`config.mk`:
```
export PLATFORM = sky130hd
export DESIGN_NAME = joybus_cmd_sched_flat
export DESIGN_NICKNAME = d
export VERILOG_FILES = /design/src/rtl/joybus_pkg.sv /design/src/rtl/joybus_cmd_sched_if.sv /design/src/rtl/joybus_poll_timer.sv /design/src/rtl/joybus_cmd_sched.sv /design/src/flat_wrapper.sv
export SDC_FILE = /design/constraint.sdc
export NUM_CORES = 1
export LEC_CHECK = 0
export BUFFER_PORTS_ARGS = -buffer_cell sky130_fd_sc_hd__buf_2
export CORE_MARGIN = 5
export CORE_UTILIZATION = 30
export CTS_BUF_LIST = sky130_fd_sc_hd__clkbuf_4 sky130_fd_sc_hd__clkbuf_8
export DETAILED_ROUTE_END_ITERATION = 16
export SLEW_MARGIN = 20
export SYNTH_ARGS = -nofsm -noshare
export SYNTH_HDL_FRONTEND = slang
export SYNTH_HIERARCHICAL = 1
export SYNTH_SLANG_ARGS = --single-unit
```
`constraint.sdc`:
```
create_clock -name clk -period 2.8 [get_ports clk]
set_clock_uncertainty 0.2 [all_clocks]
set_input_delay 0.28 -clock clk [delete_from_list [all_inputs] [get_ports clk]]
set_output_delay 0.28 -clock clk [all_outputs]
set_load 0.03 [all_outputs]
```
`src/rtl/joybus_pkg.sv`:
```
// Shared definitions for the Joybus host command path.
//   JB_CMD_ORIGIN / JB_CMD_POLL : command bytes issued to the transmitter
//   jb_sched_state_t            : scheduler state encoding
//   cnt_width()                 : counter width for a 0..n-1 counter; never
//                                 below 1 bit so that n = 1 or 2 still yields
//                                 a legal vector
package joybus_pkg;

   localparam logic [7:0] JB_CMD_ORIGIN = 8'h00;
   localparam logic [7:0] JB_CMD_POLL   = 8'h01;

   typedef enum logic [1:0] {
      IDLE    = 2'd0,
      TX      = 2'd1,
      RX_WAIT = 2'd2,
      GAP     = 2'd3
   } jb_sched_state_t;

   function automatic int cnt_width(input int n);
      return (n <= 2) ? 1 : $clog2(n);
   endfunction

endpackage

```
`src/rtl/joybus_cmd_sched_if.sv`:
```
// Handshake bundle between the host request logic, the Joybus tx/rx pair
// and the command scheduler.
//   slave  : scheduler view (requests and tx/rx status in, command and
//            controller data out)
//   master : host/tx/rx view (drives requests and tx/rx status)
// Signals:
//   req_origin, req_poll : single-cycle manual requests
//   auto_poll_en         : level enable for the periodic poll timer
//   tx_done, rx_done     : single-cycle completion pulses; rx_data valid with rx_done
//   cmd_rdy, cmd_data    : start strobe and command byte to the transmitter
//   busy                 : scheduler not idle
//   cntlr_data/vld       : last controller word and its update pulse
//   resp_cmd             : command byte that produced cntlr_data
//   no_resp              : receive timeout pulse
interface joybus_cmd_sched_if;

   logic        req_origin;
   logic        req_poll;
   logic        auto_poll_en;
   logic        tx_done;
   logic        rx_done;
   logic [31:0] rx_data;

   logic        cmd_rdy;
   logic [7:0]  cmd_data;
   logic        busy;
   logic [31:0] cntlr_data;
   logic        cntlr_vld;
   logic [7:0]  resp_cmd;
   logic        no_resp;

   modport slave (
      input  req_origin, req_poll, auto_poll_en, tx_done, rx_done, rx_data,
      output cmd_rdy, cmd_data, busy, cntlr_data, cntlr_vld, resp_cmd, no_resp
   );

   modport master (
      output req_origin, req_poll, auto_poll_en, tx_done, rx_done, rx_data,
      input  cmd_rdy, cmd_data, busy, cntlr_data, cntlr_vld, resp_cmd, no_resp
   );

endinterface

```
`src/rtl/joybus_poll_timer.sv`:
```
// Periodic auto-poll tick generator.
//   clk, rst_n : clock, async active-low reset
//   en         : count enable; when low the counter is held at 0
//   tick       : one-cycle pulse on the cycle the counter sits at
//                POLL_CYCLES-1, i.e. once every POLL_CYCLES enabled clocks
module joybus_poll_timer
   import joybus_pkg::*;
#(
   parameter int POLL_CYCLES = 500000
)(
   input  logic clk,
   input  logic rst_n,
   input  logic en,
   output logic tick
);

   localparam int            CW       = cnt_width(POLL_CYCLES);
   localparam logic [CW-1:0] CNT_LAST = CW'(POLL_CYCLES - 1);

   logic [CW-1:0] cnt_q;
   logic [CW-1:0] cnt_d;

   always_comb begin
      cnt_d = cnt_q;
      tick  = 1'b0;
      if (!en) begin
         cnt_d = '0;
      end else if (cnt_q == CNT_LAST) begin
         cnt_d = '0;
         tick  = 1'b1;
      end else begin
         cnt_d = cnt_q + CW'(1);
      end
   end

   always_ff @(posedge clk or negedge rst_n) begin
      if (!rst_n) begin
         cnt_q <= '0;
      end else begin
         cnt_q <= cnt_d;
      end
   end

endmodule

```
`src/rtl/joybus_cmd_sched.sv`:
```
// Joybus host command scheduler.
// Arbitrates ORIGIN requests, POLL requests and the periodic auto-poll tick,
// issues one command at a time to the transmitter, waits for a response or a
// timeout, latches the controller word, then holds a guard gap.
// Ports:
//   clk, rst_n : clock, async active-low reset
//   sif        : joybus_cmd_sched_if.slave (requests, tx/rx status in;
//                command strobe/byte, busy, controller data, status out)
// Parameters:
//   POLL_CYCLES       : clocks between auto-poll ticks (>= 2)
//   RX_TIMEOUT_CYCLES : clocks allowed in RX_WAIT (>= 1)
//   GAP_CYCLES        : guard clocks after each transaction (>= 1)
// Build option:
//   JB_SCHED_AUTO_POLL_EN : compiles in the auto-poll timer and its pending
//                           flag; without it auto_poll_en is ignored.
//
// state   | meaning
// --------+-----------------------------------------------------------
// IDLE    | nothing in flight; grants the highest pending request
// TX      | command strobed, waiting for tx_done
// RX_WAIT | waiting for rx_done, bounded by RX_TIMEOUT_CYCLES
// GAP     | guard interval before the next grant
module joybus_cmd_sched
   import joybus_pkg::*;
#(
   parameter int POLL_CYCLES       = 500000,
   parameter int RX_TIMEOUT_CYCLES = 2500,
   parameter int GAP_CYCLES        = 250
)(
   input  logic                clk,
   input  logic                rst_n,
   joybus_cmd_sched_if.slave   sif
);

   localparam int            RW      = cnt_width(RX_TIMEOUT_CYCLES);
   localparam int            GW      = cnt_width(GAP_CYCLES);
   localparam logic [RW-1:0] RX_LAST = RW'(RX_TIMEOUT_CYCLES - 1);
   localparam logic [GW-1:0] GAP_LAST = GW'(GAP_CYCLES - 1);

   jb_sched_state_t state_q, state_d;
   logic [RW-1:0]   rx_cnt_q, rx_cnt_d;
   logic [GW-1:0]   gap_cnt_q, gap_cnt_d;
   logic [7:0]      cmd_data_q, cmd_data_d;
   logic            cmd_rdy_q, cmd_rdy_d;
   logic [31:0]     cntlr_data_q, cntlr_data_d;
   logic [7:0]      resp_cmd_q, resp_cmd_d;
   logic            cntlr_vld_q, cntlr_vld_d;
   logic            no_resp_q, no_resp_d;
   logic            pend_origin_q, pend_origin_d;
   logic            pend_poll_q, pend_poll_d;
   logic            grant_origin, grant_poll, grant_auto;

`ifdef JB_SCHED_AUTO_POLL_EN
   logic poll_tick;
   logic pend_auto_q, pend_auto_d;

   joybus_poll_timer #(
      .POLL_CYCLES (POLL_CYCLES)
   ) u_poll_timer (
      .clk   (clk),
      .rst_n (rst_n),
      .en    (sif.auto_poll_en),
      .tick  (poll_tick)
   );

   // Disabling auto-poll also withdraws a tick that has not been granted yet.
   always_comb begin
      pend_auto_d = 1'b0;
      if (sif.auto_poll_en) begin
         pend_auto_d = (pend_auto_q | poll_tick) & ~grant_auto;
      end
   end

   always_ff @(posedge clk or negedge rst_n) begin
      if (!rst_n) begin
         pend_auto_q <= 1'b0;
      end else begin
         pend_auto_q <= pend_auto_d;
      end
   end
`else
   logic pend_auto_q;
   logic unused_auto;

   assign pend_auto_q = 1'b0;
   assign unused_auto = sif.auto_poll_en | grant_auto;
`endif

   // Clearing on grant wins over a request in the same cycle, so a request
   // coinciding with its own grant is absorbed.
   always_comb begin
      pend_origin_d = (pend_origin_q | sif.req_origin) & ~grant_origin;
      pend_poll_d   = (pend_poll_q   | sif.req_poll)   & ~grant_poll;
   end

   always_comb begin
      state_d      = state_q;
      rx_cnt_d     = rx_cnt_q;
      gap_cnt_d    = gap_cnt_q;
      cmd_data_d   = cmd_data_q;
      cntlr_data_d = cntlr_data_q;
      resp_cmd_d   = resp_cmd_q;
      cmd_rdy_d    = 1'b0;
      cntlr_vld_d  = 1'b0;
      no_resp_d    = 1'b0;
      grant_origin = 1'b0;
      grant_poll   = 1'b0;
      grant_auto   = 1'b0;

      case (state_q)
         IDLE: begin
            if (pend_origin_q) begin
               grant_origin = 1'b1;
               cmd_data_d   = JB_CMD_ORIGIN;
               cmd_rdy_d    = 1'b1;
               state_d      = TX;
            end else if (pend_poll_q) begin
               grant_poll = 1'b1;
               cmd_data_d = JB_CMD_POLL;
               cmd_rdy_d  = 1'b1;
               state_d    = TX;
            end else if (pend_auto_q) begin
               grant_auto = 1'b1;
               cmd_data_d = JB_CMD_POLL;
               cmd_rdy_d  = 1'b1;
               state_d    = TX;
            end
         end

         TX: begin
            if (sif.tx_done) begin
               rx_cnt_d = '0;
               state_d  = RX_WAIT;
            end
         end

         RX_WAIT: begin
            // A response on the timeout cycle still counts as a response.
            if (sif.rx_done) begin
               cntlr_data_d = sif.rx_data;
               resp_cmd_d   = cmd_data_q;
               cntlr_vld_d  = 1'b1;
               gap_cnt_d    = '0;
               state_d      = GAP;
            end else if (rx_cnt_q == RX_LAST) begin
               no_resp_d = 1'b1;
               gap_cnt_d = '0;
               state_d   = GAP;
            end else begin
               rx_cnt_d = rx_cnt_q + RW'(1);
            end
         end

         GAP: begin
            if (gap_cnt_q == GAP_LAST) begin
               state_d = IDLE;
            end else begin
               gap_cnt_d = gap_cnt_q + GW'(1);
            end
         end

         default: begin
            state_d = IDLE;
         end
      endcase
   end

   always_ff @(posedge clk or negedge rst_n) begin
      if (!rst_n) begin
         state_q       <= IDLE;
         rx_cnt_q      <= '0;
         gap_cnt_q     <= '0;
         cmd_data_q    <= '0;
         cmd_rdy_q     <= 1'b0;
         cntlr_data_q  <= '0;
         resp_cmd_q    <= '0;
         cntlr_vld_q   <= 1'b0;
         no_resp_q     <= 1'b0;
         pend_origin_q <= 1'b0;
         pend_poll_q   <= 1'b0;
      end else begin
         state_q       <= state_d;
         rx_cnt_q      <= rx_cnt_d;
         gap_cnt_q     <= gap_cnt_d;
         cmd_data_q    <= cmd_data_d;
         cmd_rdy_q     <= cmd_rdy_d;
         cntlr_data_q  <= cntlr_data_d;
         resp_cmd_q    <= resp_cmd_d;
         cntlr_vld_q   <= cntlr_vld_d;
         no_resp_q     <= no_resp_d;
         pend_origin_q <= pend_origin_d;
         pend_poll_q   <= pend_poll_d;
      end
   end

   assign sif.cmd_rdy    = cmd_rdy_q;
   assign sif.cmd_data   = cmd_data_q;
   assign sif.busy       = (state_q != IDLE);
   assign sif.cntlr_data = cntlr_data_q;
   assign sif.cntlr_vld  = cntlr_vld_q;
   assign sif.resp_cmd   = resp_cmd_q;
   assign sif.no_resp    = no_resp_q;

endmodule

```
`src/flat_wrapper.sv`:
```
// flat-port wrapper written by rule: the top's interface ports become plain ports
module joybus_cmd_sched_flat import joybus_pkg::*;
#(
   parameter int POLL_CYCLES       = 500000,
   parameter int RX_TIMEOUT_CYCLES = 2500,
   parameter int GAP_CYCLES        = 250
)
  (clk, rst_n, sif_req_origin, sif_req_poll, sif_auto_poll_en, sif_tx_done, sif_rx_done, sif_rx_data, sif_cmd_rdy, sif_cmd_data, sif_busy, sif_cntlr_data, sif_cntlr_vld, sif_resp_cmd, sif_no_resp);
  joybus_cmd_sched_if sif_i ();
  input  logic clk;
  input  logic rst_n;
  input wire logic [$bits(sif_i.req_origin)-1:0] sif_req_origin;
  input wire logic [$bits(sif_i.req_poll)-1:0] sif_req_poll;
  input wire logic [$bits(sif_i.auto_poll_en)-1:0] sif_auto_poll_en;
  input wire logic [$bits(sif_i.tx_done)-1:0] sif_tx_done;
  input wire logic [$bits(sif_i.rx_done)-1:0] sif_rx_done;
  input wire logic [$bits(sif_i.rx_data)-1:0] sif_rx_data;
  output wire logic [$bits(sif_i.cmd_rdy)-1:0] sif_cmd_rdy;
  output wire logic [$bits(sif_i.cmd_data)-1:0] sif_cmd_data;
  output wire logic [$bits(sif_i.busy)-1:0] sif_busy;
  output wire logic [$bits(sif_i.cntlr_data)-1:0] sif_cntlr_data;
  output wire logic [$bits(sif_i.cntlr_vld)-1:0] sif_cntlr_vld;
  output wire logic [$bits(sif_i.resp_cmd)-1:0] sif_resp_cmd;
  output wire logic [$bits(sif_i.no_resp)-1:0] sif_no_resp;
  assign sif_i.req_origin = sif_req_origin;
  assign sif_i.req_poll = sif_req_poll;
  assign sif_i.auto_poll_en = sif_auto_poll_en;
  assign sif_i.tx_done = sif_tx_done;
  assign sif_i.rx_done = sif_rx_done;
  assign sif_i.rx_data = sif_rx_data;
  assign sif_cmd_rdy = sif_i.cmd_rdy;
  assign sif_cmd_data = sif_i.cmd_data;
  assign sif_busy = sif_i.busy;
  assign sif_cntlr_data = sif_i.cntlr_data;
  assign sif_cntlr_vld = sif_i.cntlr_vld;
  assign sif_resp_cmd = sif_i.resp_cmd;
  assign sif_no_resp = sif_i.no_resp;
  joybus_cmd_sched #(.POLL_CYCLES(POLL_CYCLES), .RX_TIMEOUT_CYCLES(RX_TIMEOUT_CYCLES), .GAP_CYCLES(GAP_CYCLES)) u_core (.clk(clk), .rst_n(rst_n), .sif(sif_i));
endmodule
```
==> impl_metrics.ini, run 1 <==
[timing]
slew_violations = 0
timing.fmax_ghz = 0.383
slew_headroom = 0.587
rsz0062_at_grt = false
setup_viol_count_final = 0
fin_crit_ns = 2.61
layout_setup_ws_ns = 0.188
tns_ns = 0
post-route-period-util = 0.933
worstMarginPinSlew_ns = 0.619
hold_violations = 0
worst_hold_slack_ns = 0.0675

[place]
dpl_worst_slack_ns = 0.211
place_hpwl_um = 4960
dp_cells = 524
io_buffers = 75
gp_congestion = 0.820

[die]
die_h_um = 109
die_area_um2 = 11900
std_cell_rows = 36
die-width_um = 109
coreArea_um2 = 9680
pin_count = 91
start_util = 0.303

[detailed_routing]
drt_iter0_drc = 156
routed_wl_um = 7430
post_drt_via_cell_ratio = 4.62
drc = 0
ant_nets = 0
firstDrtPassIters = 4
vias = 2657
wire_per_inst_um = 12.9

[yosys]
ys_top_cells_by_area = dfrtp_1, nand2_1, buf_4, ha_1, a211o_1
ys.flop_type = dfrtp_1
synthCells = 323
synthArstFlopShare = 1.00
synth_top_area_cell = dfrtp_1
synth_compound_area_frac = 0.0830
synth_top_family_by_area = simple AND/OR/NAND/NOR gates
ys_seq_elements = 61
ys_top_cells_by_count = nand2_1, dfrtp_1, buf_4
ys_warn_count = 6
netlist_area_um2 = 2940
yosysSeqAreaShare = 0.520
avgSynthCellArea_um2 = 9.10
synthMuxAreaShare = 0.0285
yosysTopAreaCellShare = 0.520
synthSimpleGateAreaFrac = 0.268
synth_xor_area_frac = 0.00596
synth_edf_count = 0
synthAdderAreaFrac = 0.0298
synth.most_common_cell = nand2_1
synth_cell_types = 44

[clocking]
cts_buffer_depth = 2
htree_levels = 3
cts_resized = 0
cts_tree = done
cts_setup_buffers = 0
cts_sinks = 61
cts_buffers = 9
clk_latency_ns = 0.33
clkTransAtPathRegs_ns = 0.07
cts_root_buf = clkbuf_8

[pwr]
power_leakage_nw = 2.11
p_int_w = 0.00222
ir_worst_vdd_mv = 0.504
p_per_area_nw_per_um2 = 986
swShare = 0.436
p_seq_frac = 0.351
p_clk_frac = 0.211
share_comb_of_total_power = 0.438
p_switching_w = 0.00172

[final_layout]
n_antenna_cell = 0
final.fill_count = 966
fin_cells = 575
drive_gt1_frac = 0.233
fin_nets = 483
syn_to_final_growth_pct = 36.1

[global_routing]
grt_pass1_wl_um = 12000
antenna_found_initial = 0
grt-ovfl-total = 0
grt_util_all_layers = 0.127
grt_max_degree = 40
first_global_vias = 2535

[setup_path]
cp.arrival_ns = 2.67
worstPathRequired_ns = 2.85
crit_path_end_kind = flip-flop
crit_buf_inv = 1
critPathMaxStageDelay_ns = 0.60
critPathTopFamily = simple AND/OR/NAND/NOR gates
cp_slowest_cell = or4_4
critical_path_class = reg -> reg
path_cells = inv_1 > ha_1 > mux2i_1 > or4_4 > or4_1 > a21oi_1
critPathMaxFanout = 8
start_kind = flip-flop

[min_path]
hold_path_class = in -> reg

[job]
cap_violations = 0

[status]
status = finished, final reports clean
-- cells in the final DEF, fill, tap and decap left out, types with 2 or more instances in the layout --
cell / n
or2_2: 2
a21oi_1: 4
nor2_1: 10
dfrtp_1: 61
and3_1: 6
mux2i_1: 5
buf_2: 75
nand2_1: 112
ha_1: 7
nand2b_1: 2
xnor2_1: 2
nor4_1: 11
clkbuf_8: 12
o21ai_0: 6
inv_1: 10
mux2_2: 3
nand4_1: 3
or4_1: 2
nand3_1: 10
o31ai_1: 4
conb_1: 14
a31oi_1: 4
dlygate4sd3_1: 35
a211o_1: 8
buf_4: 4
nor3_1: 6
-- sequential cells by signal, indices dropped and copies added, names as in the netlist --
| register | cells |
|---|---|
| u_core/sif.cntlr_data | 32 |
| u_core/rx_cnt_q | 12 |
| u_core/gap_cnt_q | 8 |
| u_core/state_q | 2 |
| u_core/pend_origin_q | 1 |
| u_core/pend_poll_q | 1 |
| u_core/sif.cmd_data | 1 |
| u_core/sif.cmd_rdy | 1 |
| u_core/sif.cntlr_vld | 1 |
| u_core/sif.no_resp | 1 |
| u_core/sif.resp_cmd | 1 |
-- through the flow --
stage,area [µm²],util,power (W)
2_1_floorplan,2990,-,0.00258
3_3_place_gp,3430,0.354,0.00305
3_5_place_dp,3430,0.354,0.00310
4_1_cts,4000,0.413,0.00399
5_1_grt,4000,0.413,0.00423
6_report,4000,0.413,0.00394
-- layer usage --
| layer | up-vias | part of all wire | global-route usage |
|---|---|---|---|
| met1 | 1255 | 0.42 | 0.155 |
| li1 | 1302 | - | - |
| met4 | 0 | 0.0066 | 0.0289 |
| met3 | 5 | 0.067 | 0.0420 |
| met5 | - | 0 | 0 |
| met2 | 95 | 0.51 | 0.218 |
-- power groups by stage --
stage               Clock (W)  Sequential [W]  Combinational [W]
floorplan                   0         0.00184           0.000731
global route         0.000900         0.00144            0.00189
detailed placement          0         0.00140            0.00170
global placement            0         0.00139            0.00167
CTS                  0.000864         0.00139            0.00174
finish               0.000830         0.00138            0.00173
-- final timing paths --
check,start,endpoint,slack [ns],depth (start not counted)
max,u_core/state_q[0],u_core/rx_cnt_q[11],0.19,6
min,sif_rx_done,u_core/sif.no_resp,0.07,3
max reg2reg,u_core/state_q[0],u_core/rx_cnt_q[11],0.19,6
min reg2reg,u_core/sif.cntlr_data[6],u_core/sif.cntlr_data[6],0.27,2
max in group asynchronous,rst_n,u_core/sif.cntlr_data[12],1.49,3
min in group asynchronous,rst_n,u_core/rx_cnt_q[5],0.30,2
-- kinds of logic after synthesis --
logic type	Yosys count
AOI/OAI and AO/OA	34
xor gates and xnor gates	2
adders and majority gates	7
buffers and inverters	36
DFF	61
muxes	8
other	1
and+or+nand+nor	174
-- area by class of cell --
type,instances,area (µm²),area share
Clock buffer,13,173,0.0432
Tap cell,133,166,0.0416
Timing Repair Buffer,115,776,0.194
Multi-Input combinational cell,239,1270,0.318
Inverter,11,41.3,0.0103
Clock inverter,3,42.5,0.0106
Sequential cell,61,1530,0.382
-- worst min-delay path, delay by kind of cell --
family                 cells  cell delay [ns]
AND/OR/NAND/NOR            2             0.19
buffers and inverters      1             0.09
-- what timing repair did --
action | 4_1_cts | 5_1_grt
hold endpoints to repair | 59 | 0
endpoints found under the setup margin | 0 | 0
hold buffers | 35 | 0
No activity file was read; power rests on OpenSTA's default activity.
==> run 2: changes to the inputs <==
--- a/config.mk
+++ b/config.mk
@@ -6,7 +6,7 @@
 export NUM_CORES = 1
 export LEC_CHECK = 0
 export BUFFER_PORTS_ARGS = -buffer_cell sky130_fd_sc_hd__buf_2
-export CORE_MARGIN = 5
+export CORE_MARGIN = 4
 export CORE_UTILIZATION = 30
 export CTS_BUF_LIST = sky130_fd_sc_hd__clkbuf_4 sky130_fd_sc_hd__clkbuf_8
 export DETAILED_ROUTE_END_ITERATION = 16
==> impl_metrics.ini, run 2 (same netlist as run 1, synthesis figures left out) <==
[status]
status = finished, final reports clean

[final_layout]
fin_nets = 484
largest_register_ffs = 32
n_antenna_cell = 0
layout_commonest_cell = nand2_1
final.fill_count = 943
drive_gt1_frac = 0.235
syn_to_final_growth_pct = 36.2
final_cell_mix = nand2_1, buf_2, dfrtp_1, dlygate4sd3_1, conb_1

[clocking]
cts_setup_buffers = 0
clk_latency_ns = 0.33
clkTransAtPathRegs_ns = 0.07
cts_root_buf = clkbuf_8
cts_buffer_depth = 2
cts_tree = done
htree_levels = 3
cts_sinks = 61
cts_buffers = 9

[timing]
setup_viol_count_final = 0
rsz0062_at_grt = false
slew_violations = 0
fin_crit_ns = 2.35
hold_violations = 0
timing.fmax_ghz = 0.425
worstMarginPinSlew_ns = 0.647
post-route-period-util = 0.840
tns_ns = 0
slew_headroom = 0.565

[detailed_routing]
ant_nets = 0
wire_per_inst_um = 12.7
drt_iter0_drc = 196
vias = 2665
routed_wl_um = 7270
drc = 0
post_drt_via_cell_ratio = 4.66
firstDrtPassIters = 4

[min_path]
min_from = sif_rx_done
min_to = u_core/sif.no_resp
min_path_cells = 3
hold_path_class = in -> reg

[setup_path]
start_kind = flip-flop
crit_start = u_core/state_q[0]
critical_path_class = reg -> reg
worstPathRequired_ns = 2.82
r2r_setup_slack_ns = 0.45
rr_endpoint = u_core/rx_cnt_q[8]
crit_path_end_kind = flip-flop
critPathMaxFanout = 39
cp.arrival_ns = 2.37
r2r_start = u_core/state_q[0]
worstRegToRegCells = 8

[pwr]
p_clk_frac = 0.212
share_comb_of_total_power = 0.439
p_seq_frac = 0.349
p_per_area_nw_per_um2 = 986
ir_worst_vdd_mv = 0.556
p_switching_w = 0.00171
p_int_w = 0.00223
swShare = 0.434
power_w = 0.00394
power_leakage_nw = 2.11

[place]
gp_congestion = 0.792
place_hpwl_um = 4850
io_buffers = 75

[global_routing]
grt_max_degree = 40
grt_pass1_wl_um = 12000
first_global_vias = 2578
grt-ovfl-total = 0
antenna_found_initial = 0
grt_util_all_layers = 0.129

[die]
die_area_um2 = 11400
pin_count = 91
std_cell_rows = 35
start_util = 0.313
die-width_um = 107
coreArea_um2 = 9370
die_h_um = 107

[job]
cap_violations = 0
==> run 2: cell count changes in the layout (fill, tap and decap cells not counted), sizes merged <==
cell / change
buf: +1
==> run 2: cell type report <==
class | instances | area (µm²) | share of cell area
inverters | 11 | 41.3 | 0.0103
clock inverters | 3 | 42.5 | 0.0106
repair buffers | 116 | 783 | 0.196
flip-flops and latches | 61 | 1530 | 0.382
well taps | 129 | 161 | 0.0404
clock buffers | 13 | 173 | 0.0432
multi-input cells | 239 | 1270 | 0.318
==> run 2: per-layer routing <==
| metal | GRT usage | routed length, µm |
|---|---|---|
| met5 | 0 | 0 |
| met1 | 0.157 | 3210 |
| met4 | 0.0493 | 150 |
| met3 | 0.0325 | 370 |
| met2 | 0.221 | 3540 |
==> run 2: power groups by stage <==
stage | registers [W] | clock network, W | logic (W)
6_report | 0.00138 | 0.000837 | 0.00173
5_1_grt | 0.00142 | 0.000895 | 0.00189
4_1_cts | 0.00138 | 0.000856 | 0.00175
3_5_place_dp | 0.00139 | 0 | 0.00171
3_3_place_gp | 0.00138 | 0 | 0.00168
2_1_floorplan | 0.00184 | 0 | 0.000731
==> run 2: repair_timing <==
action / CTS / global route
hold buffers: 35 / 0
gates resized for setup: 0 / 0
endpoints found under the hold margin: 58 / 0
==> run 2: through the flow <==
step / std cells / setup slack (ns) / utilization / hold WS (ns) / cell area, µm²
2_1_floorplan: 336 / 0.542 / - / -0.216 / 2990
3_3_place_gp: 521 / 0.520 / 0.366 / 0.126 / 3430
3_5_place_dp: 521 / 0.418 / 0.366 / 0.139 / 3430
4_1_cts: 572 / 0.418 / 0.427 / 0.0856 / 4000
5_1_grt: 572 / 0.311 / 0.427 / 0.127 / 4000
6_report: 572 / 0.448 / 0.427 / 0.0935 / 4000
==> run 2: how the worst max path moves through the flow <==
| stage | end | slack [ns] |
|---|---|---|
| after detailed placement | u_core/rx_cnt_q[8] | 0.42 |
| after CTS | u_core/rx_cnt_q[8] | 0.42 |
| final | u_core/rx_cnt_q[8] | 0.45 |
| after global placement | u_core/rx_cnt_q[8] | 0.52 |
| after global routing | u_core/rx_cnt_q[8] | 0.31 |
| after floorplan | u_core/rx_cnt_q[11] | 0.54 |
==> run 2: critical path: stages (launching register included) <==
cell and delay, ns:
dfrtp_1 0.40, inv_1 0.08, ha_1 0.24, nand2_1 0.09, inv_1 0.05, buf_4 0.25
nor4_1 0.64, a2bb2oi_1 0.20, mux2i_1 0.09
==> run 3: changes to the inputs <==
--- a/config.mk
+++ b/config.mk
@@ -5,6 +5,7 @@
 export SDC_FILE = /design/constraint.sdc
 export NUM_CORES = 1
 export LEC_CHECK = 0
+export ABC_AREA = 1
 export BUFFER_PORTS_ARGS = -buffer_cell sky130_fd_sc_hd__buf_2
 export CORE_MARGIN = 4
 export CORE_UTILIZATION = 30
==> constraint.sdc (replaced) <==
create_clock -name clk -period 2.18 [get_ports clk]
set_clock_uncertainty 0.2 [all_clocks]
set_input_delay 0.218 -clock clk [delete_from_list [all_inputs] [get_ports clk]]
set_output_delay 0.218 -clock clk [all_outputs]
set_load 0.03 [all_outputs]
==> impl_metrics.ini, run 3 <==
[detailed_routing]
routed_wl_um = 7200
drt_iter0_drc = 194
firstDrtPassIters = 4
wl_met2_um = 3640
wl_met1_um = 3170
vias = 2783
post_drt_via_cell_ratio = 4.29
wire_per_inst_um = 11.1
met3_length_um = 378
top_layer_used = met4
ant_nets = 0
drc = 0

[setup_path]
worstPathRequired_ns = 2.23
r2r_setup_slack_ns = 0.28
crit_path_end_kind = flip-flop
start_kind = flip-flop
r2r_start = u_core/state_q[0]
path_cells = inv_1 > ha_1 > inv_1 > a21oi_2 > nand2_2 > o21ai_0
rr_endpoint = u_core/rx_cnt_q[0]
critPathMaxFanout = 24
cp_slowest_cell = dfrtp_1
worstRegToRegCells = 6
cp.arrival_ns = 1.95
critical_path_class = reg -> reg
cp_common_cell = inv_1
critPathMaxStageDelay_ns = 0.41

[job]
cap_violations = 0

[yosys]
ys_top_cells_by_count = nand2_1, dfrtp_1, nand3_1
synthCells = 393
synth_edf_count = 0
ys.flop_type = dfrtp_1
synth.most_common_cell = nand2_1
synth_cell_types = 30
avgSynthCellArea_um2 = 7.77
synthArstFlopShare = 1.00
ys_top_cells_by_area = dfrtp_1, nand2_1, nand3_1, buf_4, nor2_1
netlist_area_um2 = 3050
yosysSeqAreaShare = 0.500
ys_warn_count = 6
ys_seq_elements = 61
yosysTopAreaCellShare = 0.500
synth_top_area_cell = dfrtp_1

[clocking]
htree_levels = 3
clkTransAtPathRegs_ns = 0.08
cts_buffer_depth = 2
cts_tree = done
cts_sinks = 61
cts_setup_buffers = 0
cts_buffers = 9
cts_root_buf = clkbuf_8
clk_latency_ns = 0.34

[final_layout]
largest_register_ffs = 32
syn_to_final_growth_pct = 34.9
drive_gt1_frac = 0.210
final_cell_mix = nand2_1, buf_2, dfrtp_1, dlygate4sd3_1, nand3_1
n_antenna_cell = 0
layout_commonest_cell = nand2_1
stdcell_area_um2 = 4120
fin_nets = 556

[pwr]
power_leakage_nw = 2.18
swShare = 0.443
p_int_w = 0.00281
ir_worst_vdd_mv = 0.639
p_clk_frac = 0.221
share_comb_of_total_power = 0.436
p_per_area_nw_per_um2 = 1220
p_seq_frac = 0.343
p_switching_w = 0.00224

[die]
coreArea_um2 = 9860
pin_count = 91
die-width_um = 109
start_util = 0.310
die_area_um2 = 11900
std_cell_rows = 36
die_h_um = 109

[timing]
post-route-period-util = 0.870
slew_violations = 0
hold_violations = 0
setup_viol_count_final = 0
fin_crit_ns = 1.90
rsz0062_at_grt = false
slew_headroom = 0.626
tns_ns = 0
timing.fmax_ghz = 0.527
worstMarginPinSlew_ns = 0.560

[global_routing]
antenna_found_initial = 0
grt_max_degree = 41
first_global_vias = 2752
grt_util_all_layers = 0.131
grt_pass1_wl_um = 12400
grt-ovfl-total = 0

[place]
postPlaceCellArea_um2 = 3540
gp_congestion = 0.844
place_hpwl_um = 5020
io_buffers = 75

[status]
status = finished, final reports clean

[min_path]
hold_path_class = in -> async
## run 3: cell types whose count changed after synthesis, moves of 5 or more
cell and delta:
buf_1 -5, and3_1 -6, mux2i_1 -5, o21ai_0 +7, a211o_1 -8, nand2_1 +66
nor2_1 +15, nand3_1 +20, nor4_1 -11, inv_1 +13
## run 3: how the worst max path moves through the flow
stage | slack (ns) | cells past startpoint | to | start
2_1_floorplan | 0.51 | 10 | u_core/rx_cnt_q[5] | u_core/state_q[0]
3_3_place_gp | 0.32 | 8 | u_core/rx_cnt_q[11] | u_core/state_q[1]
3_5_place_dp | 0.29 | 8 | u_core/sif.cntlr_data[12] | u_core/state_q[0]
4_1_cts | 0.28 | 8 | u_core/rx_cnt_q[8] | u_core/state_q[1]
5_1_grt | 0.06 | 6 | u_core/rx_cnt_q[0] | u_core/state_q[0]
6_report | 0.28 | 6 | u_core/rx_cnt_q[0] | u_core/state_q[0]
## run 3: area by class of cell
| class | instances | area, µm² |
|---|---|---|
| flip-flops and latches | 61 | 1530 |
| fillers | 1007 | 5750 |
| clock inverters | 7 | 98.8 |
| repair buffers | 118 | 801 |
| well taps | 133 | 166 |
| clock buffers | 9 | 124 |
| multi-input cells | 295 | 1310 |
| inverters | 25 | 93.8 |
## run 3: timing repair
item                                   in CTS  in global routing
resized for setup                           0                  0
hold buffers                               36                  0
endpoints found under the hold margin      56                  0
## run 3: cells by family after synthesis
kind of cell / after synthesis / share of synthesized area
flops: 61 / 0.500
fa+ha+maj: 7 / 0.0287
other cells: 1 / 0.00123
xor+xnor: 1 / 0.00287
buf+inv: 50 / 0.0877
simple gates: 252 / 0.341
compound gates: 21 / 0.0389
## run 3: metal layers
layer	global-route usage	vias up
met3	0.0432	2
met1	0.161	1279
met5	0	-
li1	-	1431
met2	0.223	71
met4	0.0252	0
## run 3: through the flow
stage | utilization | total power, W | hold WS, ns | setup WS (ns) | cells
floorplan | - | 0.00331 | -0.278 | 0.507 | 406
global placement | 0.358 | 0.00387 | 0.0432 | 0.324 | 596
detailed placement | 0.358 | 0.00391 | 0.0520 | 0.292 | 596
CTS | 0.418 | 0.00512 | 0.211 | 0.276 | 648
global route | 0.418 | 0.00545 | 0.262 | 0.0641 | 648
finish | 0.418 | 0.00504 | 0.202 | 0.284 | 648
## run 3: critical path: cells and delay by family, from the launching register on
kind                     cells  cell delay [ns]
AO/OA/AOI/OAI                2             0.44
adder cells (fa/ha/maj)      1             0.30
buffers and inverters        2             0.24
flip-flops                   1             0.41
AND/OR/NAND/NOR              1             0.23
## run 3: power groups by stage
stage	registers, W	logic, W	clock network [W]
after floorplan	0.00233	0.000980	0
after global placement	0.00173	0.00213	0
after detailed placement	0.00174	0.00218	0
after CTS	0.00173	0.00223	0.00116
after global routing	0.00178	0.00246	0.00121
final	0.00173	0.00220	0.00112
